File: src/rtl/add_rr_arbiter.sv
// add_rr_arbiter: round-robin shared N-bit adder with one registered response slot
module add_rr_arbiter #(
    parameter int N    = 64,
    parameter int REQ  = 4,
    parameter int IDW  = 2,
    parameter int CNTW = 16
) (
    input  logic             clk,
    input  logic             rst_n,
    input  logic [REQ-1:0]   req_valid,
    output logic [REQ-1:0]   req_ready,
    input  logic [REQ*N-1:0] req_a,
    input  logic [REQ*N-1:0] req_b,
    input  logic [REQ-1:0]   req_cin,
    input  logic [REQ-1:0]   req_signed,
    output logic             rsp_valid,
    input  logic             rsp_ready,
    output logic [IDW-1:0]   rsp_id,
    output logic [N-1:0]     rsp_sum,
    output logic             rsp_cout,
    output logic             rsp_neg,
    output logic             rsp_ovf,
    output logic             rsp_zero,
    output logic [CNTW-1:0]  txn_count
);
    typedef enum logic {EMPTY, FULL} state_t;
    state_t state_q, state_d;
    logic [IDW-1:0]  ptr_q, ptr_d, id_q, id_d, gidx;
    logic [N-1:0]    sum_q, sum_d, a, b;
    logic            cout_q, cout_d, neg_q, neg_d, ovf_q, ovf_d, zero_q, zero_d;
    logic [CNTW-1:0] cnt_q, cnt_d;
    logic [N:0]      full_sum;
    logic            found, slot_free, accept, complete, sgn;
    assign slot_free = rst_n && (state_q == EMPTY || rsp_ready);
    always_comb begin
        logic [IDW:0] j;
        found = 1'b0;
        gidx  = '0;
        j     = '0;
        for (int k = 0; k < REQ; k++) begin
            j = {1'b0, ptr_q} + (IDW+1)'(k);
            j = j >= (IDW+1)'(REQ) ? j - (IDW+1)'(REQ) : j;
            if (!found && req_valid[j[IDW-1:0]]) begin
                found = 1'b1;
                gidx  = j[IDW-1:0];
            end
        end
    end
    assign accept    = found && slot_free;
    assign complete  = state_q == FULL && rsp_ready;
    assign req_ready = accept ? REQ'(1) << gidx : '0;
    assign a         = req_a[gidx*N +: N];
    assign b         = req_b[gidx*N +: N];
    assign sgn       = req_signed[gidx];
    assign full_sum  = {1'b0, a} + {1'b0, b} + {{N{1'b0}}, req_cin[gidx]};
    always_comb begin
        state_d = accept ? FULL : complete ? EMPTY : state_q;
        ptr_d   = accept ? (gidx == IDW'(REQ-1) ? '0 : gidx + 1'b1) : ptr_q;
        id_d    = accept ? gidx : id_q;
        sum_d   = accept ? full_sum[N-1:0] : sum_q;
        cout_d  = accept ? full_sum[N] : cout_q;
        neg_d   = accept ? sgn && full_sum[N-1] : neg_q;
        ovf_d   = accept ? (sgn ? (a[N-1] == b[N-1]) && (full_sum[N-1] != a[N-1]) : full_sum[N]) : ovf_q;
        zero_d  = accept ? full_sum[N-1:0] == '0 : zero_q;
        cnt_d   = cnt_q + CNTW'(complete);
    end
    always_ff @(posedge clk or negedge rst_n) begin
        if (!rst_n) begin
            state_q <= EMPTY;
            ptr_q   <= '0;
            id_q    <= '0;
            sum_q   <= '0;
            cout_q  <= 1'b0;
            neg_q   <= 1'b0;
            ovf_q   <= 1'b0;
            zero_q  <= 1'b0;
            cnt_q   <= '0;
        end else begin
            state_q <= state_d;
            ptr_q   <= ptr_d;
            id_q    <= id_d;
            sum_q   <= sum_d;
            cout_q  <= cout_d;
            neg_q   <= neg_d;
            ovf_q   <= ovf_d;
            zero_q  <= zero_d;
            cnt_q   <= cnt_d;
        end
    end
    assign rsp_valid = state_q == FULL;
    assign rsp_id    = id_q;
    assign rsp_sum   = sum_q;
    assign rsp_cout  = cout_q;
    assign rsp_neg   = neg_q;
    assign rsp_ovf   = ovf_q;
    assign rsp_zero  = zero_q;
    assign txn_count = cnt_q;
endmodule

File: config.mk
export PLATFORM = sky130hd
export DESIGN_NAME = add_rr_arbiter
export DESIGN_NICKNAME = d
export VERILOG_FILES = /design/src/rtl/add_rr_arbiter.sv
export SDC_FILE = /design/constraint.sdc
export NUM_CORES = 1
export LEC_CHECK = 0
export ABC_AREA = 1
export CORE_AREA = 5 5 236 238
export CTS_CLUSTER_DIAMETER = 200
export DETAILED_ROUTE_END_ITERATION = 16
export DIE_AREA = 0 0 241 243
export GPL_ROUTABILITY_DRIVEN = 0
export PLACE_DENSITY_LB_ADDON = 0.1
export SLEW_MARGIN = 20
export SYNTH_ARGS = -nofsm -noshare
export SYNTH_HDL_FRONTEND = slang
export SYNTH_SLANG_ARGS = --single-unit
File: constraint.sdc
create_clock -name clk -period 4.8 [get_ports clk]
set_input_delay 0.72 -clock clk [delete_from_list [all_inputs] [get_ports clk]]
set_output_delay 0.72 -clock clk [all_outputs]
set_load 0.01 [all_outputs]
==> results of run 1 <==
==> through the flow <==
step	util [%]	hold slack, ns	cell area (um^2)	instances
2_1_floorplan	-	0.4244	13620	2547
3_3_place_gp	44.32	0.4612	23660	4207
3_5_place_dp	44.32	0.4675	23660	4207
4_1_cts	45.77	0.2634	24440	4232
5_1_grt	47.46	0.2807	25340	4260
6_report	47.50	0.2675	25360	4267
==> metal layers <==
metal	global-route usage, %	wire length [um]
met5	0	51
met4	6.057	2320
met3	4.791	7494
met2	47.26	41930
met1	39.89	39280
==> state kept, by name, summed over array words and instances, names as in the netlist <==
register,flops
rsp_ovf,1
ptr_q,2
rsp_neg,1
rsp_cout,1
rsp_sum,64
rsp_valid,1
rsp_id,2
rsp_zero,1
txn_count,16
==> final cells by class <==
cell class / instances / area share (%)
timing repair buffer: 1098 / 40.44
tap: 696 / 3.434
clock buffer: 9 / 0.8881
clock inverter: 7 / 0.3947
sequential: 89 / 8.783
antenna: 12 / 0.1184
inverter: 373 / 5.605
multi-input combinational: 1983 / 40.34
==> worst max-delay path by stage <==
stage	slack, ns	from	depth (start not counted)	endpoint
floorplan	0.63	req_valid[3]	31	rsp_zero
global placement	-0.66	req_valid[3]	31	rsp_zero
detailed placement	-0.64	req_valid[3]	28	rsp_zero
CTS	0.004	req_valid[2]	30	rsp_zero
global route	-0.30	req_valid[3]	29	rsp_zero
finish	-0.12	req_valid[2]	32	rsp_zero
==> placed cells by master (no fill, tap or decap), drive strengths merged, types with 3 or more instances in the layout <==
cell type	netlist	routed
nand2	977	977
clkdlybuf4s50	0	615
buf	78	472
inv	373	376
nor2	310	310
o21ai	174	174
a21oi	108	108
dfrtp	89	89
nand3	88	88
ha	69	69
o22ai	65	65
a32oi	60	60
nand4	32	32
a31oi	32	32
clkbuf	24	18
nor3	15	15
xor2	13	13
diode	0	12
nand3b	10	10
xnor2	8	8
nor4	4	4
a32o	3	3
and2	3	3
==> critical path: cells and delay by family <==
kind | cells | cell delay (ns)
adders and majority gates | 1 | 0.36
buffers and inverters | 7 | 1.17
AOI/OAI and AO/OA | 5 | 0.83
and+or+nand+nor | 19 | 2.07
==> kinds of logic after synthesis <==
family | after synthesis
fa+ha+maj | 71
simple gates | 1444
compound gates | 447
flops | 89
xor+xnor | 21
buf+inv | 475
==> repair_timing <==
item                                    4_1_cts  5_1_grt
pin swaps                                    11       28
endpoints found under the setup margin        7       35
gates cloned                                  2        9
hold buffers                                  0        0
buffers inserted                              7       14
resized for setup                            70      148
==> run metrics, run 1 <==
slowest CP cell clkdlybuf4s50_1; main flop type after synthesis dfrtp_1; Synth area leader nand2_1; final hold vios 0; DR WL/cell roughly 21 um; Post-DP HPWL between 70 and 80 mm; vias in the first global route 20330; CP max FO 24; Post-Synth Simple-Gate Area 42.09%; mux contribution to synthesized area 0%; DRC viols 0; failing checks negative setup slack; first-pass GRT wire length approximately 130 mm; Synth Register Bits between 80 and 90; Worst Tran Pin Value 0.8660 ns; CTS tree built; ANT nets after route 0; largest net degree at the start of global routing roughly 70; DR iter-0 viols roughly 1600; Worst setup EP type flop; most frequent cell after synthesis nand2_1; Setup CP Type input pin to flop; syn nets between 3000 and 4000; DIE AREA 58560 um^2; R2R Setup Slk 0 ns; XOR/XNOR share of the synthesized area under 10%; top cells by count, synth nand2_1, inv_1, nor2_1; I/O Pins 618; setup ws final -0.1232 ns; final setup violating endpoints 2; min cycle time layout 4.923 ns; Compound-Gate Fraction of Synth Area approximately a fifth; Area Overhead vs Synth 86.18%; Initial Utilization between 20 and 30%; Max Cap Violations 0; global route overflow 0; clk_skew around 0.013 ns; vias between 20000 and 25000; area of the multi-input gates about 10000 um^2; Fillers approximately 5600; Post-Syn Instances approximately 2500; Final period util 102.6%; Clock Tree Buf Depth 2; CTS clk-pin slew, worst paths about 0.07 ns; Die Y ~240 um; Adder-Cell Fraction of Synth Area under 10%; GRT Overall Usage approximately 29%; YS warnings 0; Post-Syn Area ~14000 um^2; Post-synth EDFFs 0; slew margin rel. ~42%; core area 53390 um^2; top cell type's share of synthesized area roughly a quarter; CP dominant cell by count nand2_1; Mean Syn Cell Area around 5.3 um^2; CTS Sinks a little under 90; later-pin clock latency in the skew report roughly 0.35 ns; Final nets slightly above 4000; FP Rows between 80 and 90; FF/Latch Area around 2200 um^2; RSZ-0062 raised after global routing true; share of post-route cells with drive strength above 1 19.50%; Port Buffers roughly 600; delay of the slowest cell on the worst path around 0.48 ns; Routed Wire Length slightly above 90 mm; Worst EP arrival 5.21 ns; clock buffer count from CTS 9; FMAX around 0.2 GHz; Die X between 200 and 250 um; Root Driver clkbuf_16; Post-synth ARST share between 90% and 100%; Min-Delay Path Class input pin to async pin; worst r2r src ptr_q[0]; Yosys cell types 42; run status complete, but fails checks; setup TNS -0.1909 ns; number of antenna violations at the first check in global routing 25; via/cell ratio just under 5; Synth area leaders nand2_1, dfrtp_1, inv_1; post-place setup slack -0.6355 ns; CTS H-tree lvls 3; Worst R2R End rsp_zero; First-pass DRT Iterations 8; Worst Setup Start Kind input pin; largest family of logic cells by synthesized area simple AND/OR/NAND/NOR gates; post-synthesis sequential area ratio between 15 and 20%; final max-slew violation count 0; critical path required time between 5 and 6 ns; cell count of the worst reg-to-reg path 31
Power of run 1 is not shown: default switching activity piles up to over one toggle a cycle in this logic, so the estimate is an artifact.
==> run 2, diff against run 1 <==
--- a/config.mk
+++ b/config.mk
@@ -6,10 +6,12 @@
 export NUM_CORES = 1
 export LEC_CHECK = 0
 export ABC_AREA = 1
-export CORE_AREA = 5 5 236 238
+export CELL_PAD_IN_SITES_DETAIL_PLACEMENT = 0
+export CELL_PAD_IN_SITES_GLOBAL_PLACEMENT = 1
+export CORE_AREA = 5 5 238 240
 export CTS_CLUSTER_DIAMETER = 200
 export DETAILED_ROUTE_END_ITERATION = 16
-export DIE_AREA = 0 0 241 243
+export DIE_AREA = 0 0 243 245
 export GPL_ROUTABILITY_DRIVEN = 0
 export PLACE_DENSITY_LB_ADDON = 0.1
 export SLEW_MARGIN = 20
==> run metrics, run 2 (same netlist as run 1, synthesis figures left out) <==
CTS tree built; commonest non-fill, non-tap cells in the layout nand2_1, clkdlybuf4s50_1, buf_4; GRT Overall Usage 29.90% (+1.1 points); Setup crit start ptr_q[0]; Placed Cells incl. Taps 4184 (-0.55%); Final nets 4133 (-0.46%); CTS clk-pin slew, worst paths 0.06 ns (about the same); CP max FO 15 (-38%); Initial Utilization 25.02% (-0.50 points); cell count of the worst reg-to-reg path 27 (-13%); via/cell ratio 4.917 (+0.40%); vias in the first global route 20590 (+1.3%); clock buffer count from CTS 9 (unchanged); vias 20910 (+0.067%); final max-slew violation count 0 (unchanged); CTS Sinks 89 (unchanged); WL met1 40.78 mm (+3.8%); Die Y 245 um (+0.82%); Worst EP arrival 4.95 ns (-0.26 ns); DR iter-0 viols 1656 (+5.0%); ANT nets after route 0 (unchanged); Worst Tran Pin Value 0.6804 ns (-0.1857 ns); final setup violating endpoints 0 (-2); FF/Latch Area 2228 um^2 (about the same); DRC viols 0 (unchanged); hold-fix buffer count after cts 0 (unchanged); slew margin rel. 54.64% (+12 points); final hold vios 0 (unchanged); Fillers 5763 (+2.2%); Top Layer Used met5; CTS H-tree lvls 3 (unchanged); Worst setup EP type flop; DR WL/cell 22.33 um (+4.6%); RSZ-0062 raised after global routing true; Die X 243 um (+0.83%); First-pass DRT Iterations 5 (-3); Post-DP HPWL 82.52 mm (+5.2%); critical path required time 5.07 ns (-0.02 ns); area of the multi-input gates 10940 um^2 (+6.9%); R2R Setup Slk 0.12 ns (+0.12 ns); Worst R2R End rsp_ovf; global route overflow 0 (unchanged); share of post-route cells with drive strength above 1 22.58% (+3.1 points); Final period util 97.48% (-5.1 points); Min-Delay Path Class input pin to async pin; Area Overhead vs Synth 90.89%; FMAX 0.2137 GHz (+5.2%); run status finished, final reports clean; clk_skew 0.008621 ns (-0.004299 ns); Max Cap Violations 0 (unchanged); Port Buffers 617 (unchanged); first-pass GRT wire length 134.3 mm (+5.0%); worst r2r src ptr_q[0]; DR WL met3 8.153 mm (+8.8%); largest net degree at the start of global routing 61 (-10%); I/O Pins 618 (unchanged); commonest non-fill, non-tap cell in the layout nand2_1; Root Driver clkbuf_16; DIE AREA 59540 um^2 (+1.7%); Worst Setup Start Kind flop; crit path to rsp_ovf; Clock Tree Buf Depth 2 (unchanged); Routed Wire Length 94.95 mm (+4.3%); FP Rows 86 (+1.2%); metal2 WL 43.75 mm (+4.3%); core area 54450 um^2 (+2.0%); final cell count without fillers 4253 (-0.33%); number of antenna violations at the first check in global routing 23 (-8.0%); later-pin clock latency in the skew report 0.35 ns (about the same); Largest register FFs 64 (unchanged); Setup CP Type flop to flop; min cycle time layout 4.679 ns (-0.2443 ns)
## run 2: what timing repair did
item / 4_1_cts / 5_1_grt
resized for setup: 174 / 230
pin swaps: 44 / 66
endpoints found under the setup margin: 18 / 28
cloned: 6 / 6
setup buffers: 14 / 19
## run 2: cell type report
cell class | count | area share (%)
multi-input cells | 1983 | 42.06
repair buffers | 1079 | 39.30
flip-flops and latches | 89 | 8.571
inverters | 373 | 5.481
well taps | 704 | 3.388
clock buffers | 9 | 0.8662
clock inverters | 5 | 0.2262
diodes | 11 | 0.1059
## run 2: worst min path at each step
stage / start / endpoint / slack, ns / depth (start not counted)
3_3_place_gp: txn_count[15] / txn_count[15] / 0.46 / 1
4_1_cts: rst_n / rsp_sum[4] / 0.36 / 1
5_1_grt: rst_n / rsp_sum[4] / 0.39 / 1
2_1_floorplan: rst_n / ptr_q[0] / 0.42 / 0
3_5_place_dp: txn_count[15] / txn_count[15] / 0.47 / 1
6_report: rst_n / rsp_sum[4] / 0.34 / 1
## run 2: critical path, stage by stage, from the launching register on
cell and delay, ns:
dfrtp_2 0.47, buf_6 0.16, o21ai_4 0.20, buf_6 0.13, o21ai_2 0.06, nand3b_1 0.19, nand4_1 0.24, nand2_8 0.14
buf_12 0.18, buf_16 0.15, bufbuf_16 0.29, a21oi_4 0.16, a32oi_2 0.09, buf_4 0.16, ha_1 0.30, buf_4 0.16
nand2_2 0.08, nor2_2 0.17, nand2_1 0.15, nor3_2 0.24, nand2_2 0.10, nand3_1 0.10, nand3_1 0.08, o211ai_1 0.21
nand2_1 0.10, nand2_1 0.07, inv_1 0.04, a21oi_1 0.14
## run 2: through the flow
step	setup slack (ns)	setup TNS (ns)	instance area, um^2	utilization (%)	hold slack [ns]
final	0.1211	0	26000	47.75	0.3443
after CTS	0.005020	0	24810	45.56	0.3621
after detailed placement	-0.6942	-15.90	23520	43.19	0.4696
after global routing	-0.1355	-0.2225	25990	47.73	0.3873
after global placement	-0.6453	-11.70	23520	43.19	0.4598
after floorplan	0.6256	0	13620	-	0.4244
## run 2: layer usage
layer | track usage (%) | vias up
met1 | 39.86 | 9827
met4 | 5.908 | 10
met3 | 7.067 | 121
met2 | 49.79 | 818
met5 | 0 | -
li1 | - | 10140
Power of run 2 is left out for the same reason.
